[src/rtl/branch_pc_sequencer.sv]
// Program-counter owner: sequential advance, conditional branch redirect and multi-cycle fetch flush.
// Optional macro BRANCH_STATS_EN adds saturating taken/not-taken branch counters.
module branch_pc_sequencer #(
  parameter int unsigned      WIDTH        = 32,
  parameter logic [WIDTH-1:0] RESET_PC     = '0,
  parameter int unsigned      PC_STEP      = 4,
  parameter int unsigned      FLUSH_CYCLES = 2
) (
  input  logic             clk,
  input  logic             rst,
  input  logic             stall,
  input  logic             br_valid,
  input  logic [1:0]       br_cond,
  input  logic [WIDTH-1:0] br_operand,
  input  logic [WIDTH-1:0] br_target,
  output logic             br_ready,
  output logic [WIDTH-1:0] pc_out,
  output logic             pc_valid,
  output logic             flush,
  output logic             br_taken
`ifdef BRANCH_STATS_EN
  ,
  output logic [31:0]      taken_cnt,
  output logic [31:0]      not_taken_cnt
`endif
);

  localparam logic [1:0] ST_BOOT     = 2'd0;
  localparam logic [1:0] ST_RUN      = 2'd1;
  localparam logic [1:0] ST_REDIRECT = 2'd2;

  localparam int unsigned      CNT_W    = (FLUSH_CYCLES > 1) ? $clog2(FLUSH_CYCLES) : 1;
  localparam logic [CNT_W-1:0] CNT_LOAD = CNT_W'(FLUSH_CYCLES - 1);
  localparam logic [CNT_W-1:0] CNT_ONE  = CNT_W'(1);
  localparam logic [WIDTH-1:0] STEP     = WIDTH'(PC_STEP);

  logic [1:0]       state_q, state_d;
  logic [WIDTH-1:0] pc_q, pc_d;
  logic             pc_valid_q, pc_valid_d;
  logic             flush_q, flush_d;
  logic             br_taken_q, br_taken_d;
  logic [CNT_W-1:0] cnt_q, cnt_d;

  logic cond_met;
  logic accept;

  // Signed tests reduce to sign bit and zero detect; the most negative value counts as less.
  always_comb begin
    cond_met = 1'b0;
    unique case (br_cond)
      2'd0: cond_met = 1'b1;
      2'd1: cond_met = br_operand[WIDTH-1];
      2'd2: cond_met = ~br_operand[WIDTH-1] & (|br_operand);
      2'd3: cond_met = ~(|br_operand);
      default: cond_met = 1'b0;
    endcase
  end

  assign br_ready = (state_q == ST_RUN) & ~stall;
  assign accept   = br_valid & br_ready;

  always_comb begin
    state_d    = state_q;
    pc_d       = pc_q;
    pc_valid_d = pc_valid_q;
    flush_d    = flush_q;
    br_taken_d = 1'b0;
    cnt_d      = cnt_q;
    case (state_q)
      ST_BOOT: begin
        pc_valid_d = 1'b1;
        state_d    = ST_RUN;
      end
      ST_RUN: begin
        if (!stall) begin
          if (accept && cond_met) begin
            pc_d       = br_target;
            br_taken_d = 1'b1;
            flush_d    = 1'b1;
            cnt_d      = CNT_LOAD;
            state_d    = ST_REDIRECT;
          end else begin
            pc_d = pc_q + STEP;
          end
        end
      end
      ST_REDIRECT: begin
        // Counter runs regardless of stall so flush length is fixed.
        if (cnt_q == '0) begin
          flush_d = 1'b0;
          state_d = ST_RUN;
        end else begin
          cnt_d = cnt_q - CNT_ONE;
        end
      end
      default: state_d = ST_BOOT;
    endcase
  end

  always_ff @(posedge clk or posedge rst) begin
    if (rst) begin
      state_q    <= ST_BOOT;
      pc_q       <= RESET_PC;
      pc_valid_q <= 1'b0;
      flush_q    <= 1'b0;
      br_taken_q <= 1'b0;
      cnt_q      <= '0;
    end else begin
      state_q    <= state_d;
      pc_q       <= pc_d;
      pc_valid_q <= pc_valid_d;
      flush_q    <= flush_d;
      br_taken_q <= br_taken_d;
      cnt_q      <= cnt_d;
    end
  end

  assign pc_out   = pc_q;
  assign pc_valid = pc_valid_q;
  assign flush    = flush_q;
  assign br_taken = br_taken_q;

`ifdef BRANCH_STATS_EN
  logic [31:0] taken_cnt_q, taken_cnt_d;
  logic [31:0] not_taken_cnt_q, not_taken_cnt_d;

  always_comb begin
    taken_cnt_d     = taken_cnt_q;
    not_taken_cnt_d = not_taken_cnt_q;
    if (accept) begin
      if (cond_met) begin
        if (taken_cnt_q != '1) taken_cnt_d = taken_cnt_q + 32'd1;
      end else begin
        if (not_taken_cnt_q != '1) not_taken_cnt_d = not_taken_cnt_q + 32'd1;
      end
    end
  end

  always_ff @(posedge clk or posedge rst) begin
    if (rst) begin
      taken_cnt_q     <= '0;
      not_taken_cnt_q <= '0;
    end else begin
      taken_cnt_q     <= taken_cnt_d;
      not_taken_cnt_q <= not_taken_cnt_d;
    end
  end

  assign taken_cnt     = taken_cnt_q;
  assign not_taken_cnt = not_taken_cnt_q;
`endif

endmodule

[config.mk]
export PLATFORM = sky130hd
export DESIGN_NAME = branch_pc_sequencer
export DESIGN_NICKNAME = d
export VERILOG_FILES = /design/src/rtl/branch_pc_sequencer.sv
export SDC_FILE = /design/constraint.sdc
export NUM_CORES = 1
export LEC_CHECK = 0
export CAP_MARGIN = 0
export CELL_PAD_IN_SITES_DETAIL_PLACEMENT = 0
export CELL_PAD_IN_SITES_GLOBAL_PLACEMENT = 1
export CORE_ASPECT_RATIO = 0.7
export CORE_MARGIN = 3
export CORE_UTILIZATION = 31
export DETAILED_ROUTE_END_ITERATION = 10
export PLACE_DENSITY_LB_ADDON = 0.1
export SYNTH_ARGS = -nofsm -noshare
export SYNTH_HDL_FRONTEND = slang
export SYNTH_SLANG_ARGS = --single-unit
[constraint.sdc]
create_clock -name clk -period 4.2 [get_ports clk]
set_input_delay 0.63 -clock clk [delete_from_list [all_inputs] [get_ports clk]]
set_output_delay 0.63 -clock clk [all_outputs]
set_load 0.005 [all_outputs]
==> metrics <==
status=finished clean; Root Driver=clkbuf_8; min Tclk post-route=3140 ps; Die H=76.8 um; hpwl dp=4980 um; Fmax achieved=319 MHz; Hold Crit Depth=1; Cell Int Power=0.000982 W; most common library cells after synthesis=nand2_1 (42), dfrtp_1 (38), o21ai_0 (21); Core Box Area=6850 sq um; Routed Antenna Nets=0; sequential power share=40.5%; clock sinks=38; crit-path max FO=49; required time worst endpoint=4380 ps; vias in the first global route=2256; critical path, cell by cell=clkdlybuf4s50_1 > nor4_1 > nand4_1 > o31ai_1 > nand4_4 > inv_4 > o21ai_0 > a221o_1; DRC Markers=0; worst rel slew slack=35.5%; antenna violations before repair=0; CTS tree=built; Min-Delay Path Class=flip-flop to flip-flop; Synth top area share=42.8%; Synth area leaders=dfrtp_1 (43%), nand2_1 (7.1%), o21ai_0 (4.7%); Area Growth Syn to Fin=56.8%; Detailed Routing Iterations Pass 1=4; Final WS setup=1060 ps; vias post-DR=2292; Vias per Instance=5.07; layout cell share with drive strength beyond 1=4.47%; post-synthesis cell type count=46; CTS max path bufs=2; Final Hold Viols=0; delay of the slowest cell on the worst path=520 ps; Final Max Slew Viols=0; # diodes=0; crit-path leading delay family=buffers and inverters; Port Buf Inserts=105; sw power=0.000400 W; Starting DRT DRC Count=92; Clock Power Share=27.9%; cell area after synthesis=2220 sq um; nets=428; worst reg-to-reg path cell count=6; gr usage total=16.6%; RSZ-0062 raised after global routing=false; final cell count without fillers=452; first-pass GRT wire length=11200 um; Row Count=25; worst path bufs/invs=2; Die ar.=8230 sq um; post_cts resized=0; EDFF count, synth=0; Slowest-stage cell, CP=inv_4; top-count cell post-synth=nand2_1; Synth area leader=dfrtp_1; Final Hold Slack=478 ps; Final period util=74.7%; Net Count, Synth=328; Synth Register Bits=38; Gate power share=31.6%; Max IR drop VDD=200 uV; Syn Area/Cell=8.64 sq um; synth warn=0; TNS Setup=0 ps; post-place setup slack=710 ps; # setup viols final=0; async set-reset flop share out of synthesis=100%; # IOs=106; drt wl/cell=15.3 um; GPL Wtd Cong=0.730; Worst Setup End Kind=flip-flop; Hold-fix buffers, CTS=0; Syn Inst Count=257; CTS clk-pin slew, worst paths=80 ps; critical path class=primary input to flip-flop; MaxCap Viol Count=0; initial core utilization=32.4%; worst path arrival time=3320 ps; Die Wd=107 um; Leak=1.34 nW; Levels on crit path=8; power density cells=397 nW/um^2; post-placement cell count=444; largest net degree at the start of global routing=50; Clock Latency Late Sink=290 ps; final wirelength=6920 um; Seq/Total Area, Yosys=42.8%; Clock Skew=10.6 ps; Slew @ Worst Pin=966 ps; Fill cells=688; global route total overflow=0; Net Sw Frac=29.0%; H-tree depth=2; Post CTS Setup Buffer Count=0; total CTS buffers=5; crit start category=primary input; main flop type after synthesis=dfrtp_1
[state kept, by name, summed over array words and instances, names as in the netlist]
signal / flops
br_taken: 1
cnt_q: 1
flush: 1
pc_out: 32
pc_valid: 1
state_q: 2
[cell usage in the layout (no fill, tap or decap), types with 2 or more instances in the layout]
cell type / netlist / layout
and3_1: 6 / 6
xor2_1: 8 / 8
and4_1: 4 / 4
inv_1: 5 / 5
nand2_1: 42 / 42
o31ai_1: 2 / 2
dfrtp_1: 38 / 38
xnor2_1: 4 / 4
nor4_1: 11 / 11
or3_1: 4 / 4
a221o_1: 3 / 3
and2_1: 2 / 2
o21a_1: 3 / 3
buf_4: 1 / 3
a21oi_1: 9 / 9
nand4_1: 14 / 14
bufinv_16: 0 / 2
nor2_1: 11 / 11
nand3_1: 20 / 20
clkdlybuf4s50_1: 0 / 105
clkbuf_8: 0 / 6
mux2i_1: 4 / 4
a211o_1: 2 / 2
nor3_1: 6 / 6
a22oi_1: 3 / 3
o21ai_0: 21 / 21
a2bb2oi_1: 3 / 3
[power groups by stage]
stage / registers, W / clock network [W] / logic (W)
final: 0.000559 / 0.000386 / 0.000437
after global routing: 0.000579 / 0.000410 / 0.000480
after CTS: 0.000558 / 0.000398 / 0.000444
after detailed placement: 0.000564 / 0 / 0.000441
after global placement: 0.000566 / 0 / 0.000437
after floorplan: 0.000549 / 0 / 0.000166
[metal layers]
layer	track usage (%)	up-vias	wire length, um
met2	25.2	84	2910
met5	0	-	0
met4	3.45	0	24
li1	-	1144	-
met3	4.96	2	617
met1	23.5	1062	3360
[path summary, 6_finish.rpt]
| path | start | slack (ps) | to |
|---|---|---|---|
| worst max-delay path | br_operand[13] | 1060 | pc_out[4] |
| worst min-delay path | pc_valid | 480 | pc_valid |
| worst max register to register | state_q[1] | 1380 | pc_out[4] |
| worst min register to register | pc_valid | 480 | pc_valid |
| max in group asynchronous | rst | 2580 | pc_out[31] |
| min in group asynchronous | rst | 850 | pc_out[2] |
[metrics by stage]
stage | cell area [sq um] | total power (W) | utilization (%)
floorplan | 2220 | 0.000715 | -
global placement | 3340 | 0.00100 | 48.7
detailed placement | 3340 | 0.00101 | 48.7
CTS | 3480 | 0.00140 | 50.8
global route | 3480 | 0.00147 | 50.8
finish | 3480 | 0.00138 | 50.8
[cell families after synthesis]
kind of cell,Yosys count,synth area share [%]
compound gates,52,15.1
xor+xnor,12,4.74
fa+ha+maj,1,0.564
buf+inv,22,4.57
flops,38,42.8
mux,4,1.80
simple gates,128,30.4
[final cells by class]
cell class                      count  area (sq um)  area share [%]
Sequential cell                    38           951            27.3
Inverter                            7          28.8           0.827
Clock inverter                      2          60.1            1.73
Tap cell                           94           118            3.38
Multi-Input combinational cell    197          1170            33.5
Timing Repair Buffer              108          1070            30.8
Clock buffer                        6          82.6            2.37
Power figures use the tool's default switching activity.
